===== src/rtl/mem_port_arbiter.sv =====
// mem_port_arbiter: one memory port shared by instruction fetch and load/store, with fetch starvation relief.
// Optional macro ARB_TIMEOUT_EN aborts a transaction after TIMEOUT cycles without mem_ack and raises sticky err.
module mem_port_arbiter #(
  parameter int ADDR_W       = 64,
  parameter int DATA_W       = 64,
  parameter int STARVE_LIMIT = 4,
  parameter int TIMEOUT      = 255
) (
  input  logic              clk,
  input  logic              reset,
  input  logic              if_req,
  input  logic [ADDR_W-1:0] if_addr,
  output logic [DATA_W-1:0] if_rdata,
  output logic              if_done,
  input  logic              d_req,
  input  logic              d_we,
  input  logic [ADDR_W-1:0] d_addr,
  input  logic [DATA_W-1:0] d_wdata,
  output logic [DATA_W-1:0] d_rdata,
  output logic              d_done,
  output logic              mem_req,
  output logic              mem_we,
  output logic [ADDR_W-1:0] mem_addr,
  output logic [DATA_W-1:0] mem_wdata,
  input  logic              mem_ack,
  input  logic [DATA_W-1:0] mem_rdata,
  output logic              stall,
  output logic              err
);

  typedef enum logic [1:0] {IDLE = 2'd0, BUSY_IF = 2'd1, BUSY_D = 2'd2} state_t;

  localparam logic [3:0] STARVE_MAX = 4'(STARVE_LIMIT);

  state_t            state_r;
  state_t            state_nxt_s;
  logic [3:0]        starve_cnt_r;
  logic [3:0]        starve_cnt_nxt_s;
  logic              grant_if_s;
  logic              grant_d_s;
  logic              finish_s;
  logic              timeout_hit_s;
  logic [DATA_W-1:0] finish_data_s;

  // Arbitration and next-state; fetch wins a tie only once it has lost STARVE_LIMIT times in a row
  always_comb begin
    state_nxt_s      = state_r;
    starve_cnt_nxt_s = starve_cnt_r;
    grant_if_s       = 1'b0;
    grant_d_s        = 1'b0;
    finish_s         = 1'b0;
    case (state_r)
      IDLE: begin
        if (if_req && (!d_req || (starve_cnt_r >= STARVE_MAX))) begin
          grant_if_s       = 1'b1;
          state_nxt_s      = BUSY_IF;
          starve_cnt_nxt_s = 4'd0;
        end else if (d_req) begin
          grant_d_s   = 1'b1;
          state_nxt_s = BUSY_D;
          if (if_req) begin
            starve_cnt_nxt_s = starve_cnt_r + 4'd1;
          end else begin
            starve_cnt_nxt_s = starve_cnt_r;
          end
        end else begin
          state_nxt_s = IDLE;
        end
      end
      BUSY_IF, BUSY_D: begin
        if (mem_ack || timeout_hit_s) begin
          finish_s    = 1'b1;
          state_nxt_s = IDLE;
        end else begin
          state_nxt_s = state_r;
        end
      end
      default: begin
        state_nxt_s = IDLE;
      end
    endcase
  end

  // An aborted transaction returns zero data
  assign finish_data_s = mem_ack ? mem_rdata : {DATA_W{1'b0}};

  // State, starvation counter, latched memory request and returned data
  always_ff @(posedge clk or posedge reset) begin
    if (reset) begin
      state_r      <= IDLE;
      starve_cnt_r <= 4'd0;
      mem_req      <= 1'b0;
      mem_we       <= 1'b0;
      mem_addr     <= {ADDR_W{1'b0}};
      mem_wdata    <= {DATA_W{1'b0}};
      if_done      <= 1'b0;
      d_done       <= 1'b0;
      if_rdata     <= {DATA_W{1'b0}};
      d_rdata      <= {DATA_W{1'b0}};
    end else begin
      state_r      <= state_nxt_s;
      starve_cnt_r <= starve_cnt_nxt_s;
      if_done      <= 1'b0;
      d_done       <= 1'b0;
      if (grant_if_s) begin
        mem_req   <= 1'b1;
        mem_we    <= 1'b0;
        mem_addr  <= if_addr;
        mem_wdata <= {DATA_W{1'b0}};
      end else if (grant_d_s) begin
        mem_req   <= 1'b1;
        mem_we    <= d_we;
        mem_addr  <= d_addr;
        mem_wdata <= d_wdata;
      end else if (finish_s) begin
        mem_req <= 1'b0;
        if (state_r == BUSY_IF) begin
          if_done  <= 1'b1;
          if_rdata <= finish_data_s;
        end else begin
          d_done   <= 1'b1;
          d_rdata  <= finish_data_s;
        end
      end
    end
  end

  assign stall = (if_req & ~if_done) | (d_req & ~d_done);

`ifdef ARB_TIMEOUT_EN
  localparam int TO_W = $clog2(TIMEOUT + 1);

  logic [TO_W-1:0] to_cnt_r;

  // Abort on the edge that would bring the busy-cycle count up to TIMEOUT
  assign timeout_hit_s = (state_r != IDLE) && !mem_ack && (to_cnt_r == TO_W'(TIMEOUT - 1));

  // Busy-cycle counter and sticky error flag
  always_ff @(posedge clk or posedge reset) begin
    if (reset) begin
      to_cnt_r <= {TO_W{1'b0}};
      err      <= 1'b0;
    end else begin
      if (grant_if_s || grant_d_s) begin
        to_cnt_r <= {TO_W{1'b0}};
      end else if ((state_r != IDLE) && !mem_ack) begin
        to_cnt_r <= to_cnt_r + TO_W'(1);
      end
      if (timeout_hit_s) begin
        err <= 1'b1;
      end
    end
  end
`else
  assign timeout_hit_s = 1'b0;
  // Always false; keeps TIMEOUT referenced in builds without the timeout logic
  assign err           = (TIMEOUT < 0);
`endif

endmodule


===== config.mk =====
export PLATFORM = sky130hd
export DESIGN_NAME = mem_port_arbiter
export DESIGN_NICKNAME = d
export VERILOG_FILES = /design/src/rtl/mem_port_arbiter.sv
export SDC_FILE = /design/constraint.sdc
export NUM_CORES = 1
export LEC_CHECK = 0
export ABC_AREA = 0
export CORE_MARGIN = 3
export CORE_UTILIZATION = 25
export CTS_CLUSTER_SIZE = 14
export DETAILED_ROUTE_END_ITERATION = 6
export SETUP_SLACK_MARGIN = 0.5
export SLEW_MARGIN = 10
export SYNTH_ARGS = -nofsm -noshare
export SYNTH_HDL_FRONTEND = slang
export SYNTH_SLANG_ARGS = --single-unit

===== constraint.sdc =====
create_clock -name clk -period 8.3 [get_ports clk]
set_clock_uncertainty 0.15 [all_clocks]
set_input_delay 1.245 -clock clk [delete_from_list [all_inputs] [get_ports clk]]
set_output_delay 1.245 -clock clk [all_outputs]
set_load 0.01 [all_outputs]

---- After elaboration in Yosys (flattened, before gate mapping) ----
Cells that the tools add are included.
word-level totals
  register bits after elaboration ......... 266
  input bits .............................. 262
cells by class
  $add $sub $neg .......................... 1
  $lt $le $gt $ge ......................... 1
  eq/ne operators ......................... 3
  mux-type cells .......................... 32
  bitwise logic cells ..................... 8
  reduce and logical (&&, ||, !) cells .... 12
operator list
  operator                                              count
  two-way mux 64 bit                                    5
  two-way mux 1 bit                                     20
  two-way mux 4 bit                                     3
  AND reduction 4 bit                                   2
  two-way mux 2 bit                                     3
  nonzero test 2 bit                                    3
  inverter 1 bit                                        5
  adder 4 x 1 -> 4 bit (second input constant)          1
  >= comparator 4 x 3 -> 1 bit (second input constant)  1
  case mux 2 bit (2 select lines)                       1
  AND reduction 3 bit                                   1
  nonzero test 3 bit                                    1
  bitwise AND 1 bit                                     2
  == test 2 x 1 -> 1 bit (second input constant)        1
  == test 2 bit (second input constant)                 1
  logical NOT 2 bit                                     1
  != test 2 bit (second input constant)                 1
  OR reduction 2 bit                                    1
  logical AND 1 bit                                     1
  logical NOT 1 bit                                     1
  logical OR 1 bit                                      1
  bitwise OR 1 bit                                      1

---- Longest topological paths before layout ----
  depth after elaboration ................. 7
  gate-level depth with buffers ........... 8

---- Worst setup path after synthesis ----
No wires, ideal clock.
  kind .................................... input-to-output
  from .................................... input if_req
  to ...................................... output stall
  arrival time ............................ 1.515 ns
  required time ........................... 6.905 ns
  setup slack ............................. 5.390 ns
  stages .................................. 2
  buffers on the path ..................... 0
  cells stage by stage .................... inv_1 o22ai_1
on the way
  cells in the longest elaborated chain, start to end .. 2
ends and longest elaborated chain
  element            line  text
  from (decl)        11    input logic if_req,
  bitwise AND 1 bit  128   assign stall = (if_req & ~if_done) | (d_req & ~d_done);
  bitwise OR 1 bit   128
  to (decl)          27    output logic stall,
Every way passes these cells.

---- Final worst setup path ----
Ends and elaborated chain as after synthesis.

==> flow_metrics.env <==
export IMPL_numCtsBuffers=31
export IMPL_vdd_drop_max_uv=192
export IMPL_worstPathCellList="clkdlybuf4s50_1 -> inv_1 -> o22ai_1 -> clkdlybuf4s50_1"
export IMPL_synth_top_family_by_area="multiplexers"
export IMPL_setup_tns_ns=0
export IMPL_rsz0062_at_grt="false"
export IMPL_ys_ff_latch=266
export IMPL_yosysSeqAreaShare_pct=63.6
export IMPL_p_int_mw=4.37
export IMPL_core_area_mm2=0.0411
export IMPL_ys_async_sr_fraction_pct=100
export IMPL_cts_max_level=1
export IMPL_crit_required_ns=6.90
export IMPL_grt_pass1_wl_um=55500
export IMPL_end_kind="primary output"
export IMPL_area_delta_synth_final_pct=65.0
export IMPL_max_cap_violations=0
export IMPL_seqCellArea_mm2=0.00666
export IMPL_crit_top_cell="clkdlybuf4s50_1"
export IMPL_fillers=3919
export IMPL_wirelength_um=36900
export IMPL_clockRootBuffer="clkbuf_16"
export IMPL_post_dp_cell_area_mm2=0.0162
export IMPL_multiInputGateArea_mm2=0.00352
export IMPL_clock_path_buffers=3
export IMPL_p_per_area_mw_per_mm2=372
export IMPL_die_h_um=211
export IMPL_synth_edff_count=0
export IMPL_path_delay_family="buffers and inverters"
export IMPL_dr_max_layer_used="met4"
export IMPL_finalSetupViolations=0
export IMPL_switching_power_mw=2.06
export IMPL_cts_tree="done"
export IMPL_swShare_pct=32.1
export IMPL_outcome="finished clean"
export IMPL_globalRoute_totalOverflow=0
export IMPL_postCtsSetupRepairBufs=0
export IMPL_grt_pass1_vias=9049
export IMPL_drive_above_1_share_pct=15.3
export IMPL_holdBufCountCts=0
export IMPL_pin_count=524
export IMPL_slew_viol_final=0
export IMPL_final_common_cell="clkdlybuf4s50_1"
export IMPL_nets=1584
export IMPL_grt_max_degree=158
export IMPL_syn_area_mm2=0.0105
export IMPL_drc_errors=0
export IMPL_synthCells=809
export IMPL_num_antenna_cells=0
export IMPL_timing_critical_path_arrival_ns=2.76
export IMPL_yosys_top_cells_area="dfrtp_1, mux2_2, a221o_1, nand2_1, and2_1"
export IMPL_synth_area_leader_cell="dfrtp_1"
export IMPL_rows=74
export IMPL_critical_path_max_stage_delay_ns=0.62
export IMPL_gp_congestion=0.827
export IMPL_power_leakage_nw=7.36
export IMPL_yosys_area_share_adder_pct=0.359
export IMPL_pwr_share_clk_pct=22.0
export IMPL_dr_wl_met3_um=3730
export IMPL_crit_buf_inv=3
export IMPL_synth_ff_type="dfrtp_1"
export IMPL_die_area_mm2=0.0444
export IMPL_yosys_area_share_simple_pct=9.45
export IMPL_initial_core_util_pct=25.5
export IMPL_combPwrFrac_pct=43.9
export IMPL_synth_xor_area_share_pct=0
export IMPL_synth_compound_area_share_pct=9.60
export IMPL_numClockSinks=266
export IMPL_synth_nets=1074
export IMPL_worstPathMaxFanout=5
export IMPL_cts_resized=0
export IMPL_tightest_slew_ns=1.03
export IMPL_synth_top_area_share_pct=63.6
export IMPL_slew_headroom_pct=31.0
export IMPL_vias_per_cell=4.53
export IMPL_crit_slowest_cell="clkdlybuf4s50_1"
export IMPL_yosysWarningCount=0
export IMPL_die_w_um=211
export IMPL_grtUsageTotal_pct=15.9
export IMPL_portBuffers=522
export IMPL_hold_violations=0
export IMPL_max_freq_mhz=240
export IMPL_finish_instance_area_mm2=0.0173
export IMPL_finalCritPeriodShare_pct=50.1
export IMPL_ant_nets=0
export IMPL_synth_mux_area_share_pct=14.0
export IMPL_path_clk_slew_ns=0.06
export IMPL_synth_distinct_cells=25
export IMPL_wl_met2_um=17400
export IMPL_pwr_share_seq_pct=34.1
export IMPL_hp_class="flip-flop to flip-flop"
export IMPL_postSynthAreaPerCell_um2=12.9
export IMPL_vias=8489
export IMPL_antenna_found_initial=0
export IMPL_dpl_hpwl_um=26500
export IMPL_drt_initial_drc_count=564
export IMPL_wl_met1_um=14700
export IMPL_period_minus_slack_ns=4.16
export IMPL_final_cell_mix="clkdlybuf4s50_1, dfrtp_1, nand2_1"
export IMPL_insertion_delay_ns=0.56
export IMPL_firstDrtPassIters=6
export IMPL_start_kind="input port"
export IMPL_wl_per_cell_um=19.7
export IMPL_criticalPathCategory="input port to primary output"
## metrics by stage
stage               hold WS [ns]  util (%)  setup WS (ns)  power, mW  instances
floorplan                  0.304         -           3.39       3.43        809
global placement           0.320      39.4           3.97       5.02       1818
detailed placement         0.333      39.4           3.91       5.07       1818
CTS                        0.348      42.0           4.13       6.54       1876
global route               0.365      42.0           4.07       6.81       1876
finish                     0.333      42.0           4.14       6.43       1876
## path summary, 6_finish.rpt
path | start | to | slack [ns] | cells past startpoint
max in group asynchronous | reset | mem_addr[5] | 5.70 | 3
min | mem_req | mem_req | 0.33 | 2
min in group asynchronous | reset | d_rdata[5] | 0.95 | 2
min reg2reg | mem_req | mem_req | 0.33 | 2
max reg2reg | state_r[1] | mem_addr[0] | 5.07 | 7
max | if_req | stall | 4.14 | 4
## per-layer routing
metal	up-vias	GRT usage, %
li1	3844	-
met1	4194	19.4
met2	392	26.4
met3	59	6.13
met4	0	4.25
met5	-	0
## tightest hold or removal path, delay by kind of cell (launching register included)
family / cells / cell delay [ns]
DFF: 1 / 0.35
and+or+nand+nor: 2 / 0.10
## flip-flops by register name (all words and copies together) (netlist names)
signal	count
mem_req	1
d_done	1
starve_cnt_r	4
if_rdata	64
mem_wdata	64
state_r	2
mem_addr	64
d_rdata	64
mem_we	1
if_done	1
## logic make-up after synthesis
| logic type | Yosys count |
|---|---|
| and+or+nand+nor | 211 |
| muxes | 130 |
| adders and majority gates | 3 |
| buffers and inverters | 63 |
| AOI/OAI and AO/OA | 135 |
| other | 1 |
| DFF | 266 |
## cell type report
cell class              instances  area share (%)
flip-flops and latches        266            38.5
repair buffers                534            30.8
multi-input cells             480            20.4
clock buffers                  43            5.33
well taps                     532            3.85
clock inverters                15           0.912
inverters                       6           0.152
## synthesized netlist by cell type (2+ instances only)
cell        n
buf_2      23
buf_6       3
a221o_1    64
nand2_1   138
mux2_2    130
and2_1     66
clkbuf_1   24
ha_1        3
o21ai_0     2
a21oi_1    65
dfrtp_1   266
buf_4       7
inv_1       6
## power groups by stage
stage / Clock, mW / Combinational [mW] / Sequential (mW)
final: 1.42 / 2.82 / 2.19
after global placement: 0 / 2.84 / 2.19
after CTS: 1.47 / 2.87 / 2.20
after detailed placement: 0 / 2.86 / 2.21
after global routing: 1.51 / 3.03 / 2.27
after floorplan: 0 / 0.993 / 2.44
Note: power is estimated with default switching activity, not from simulation.
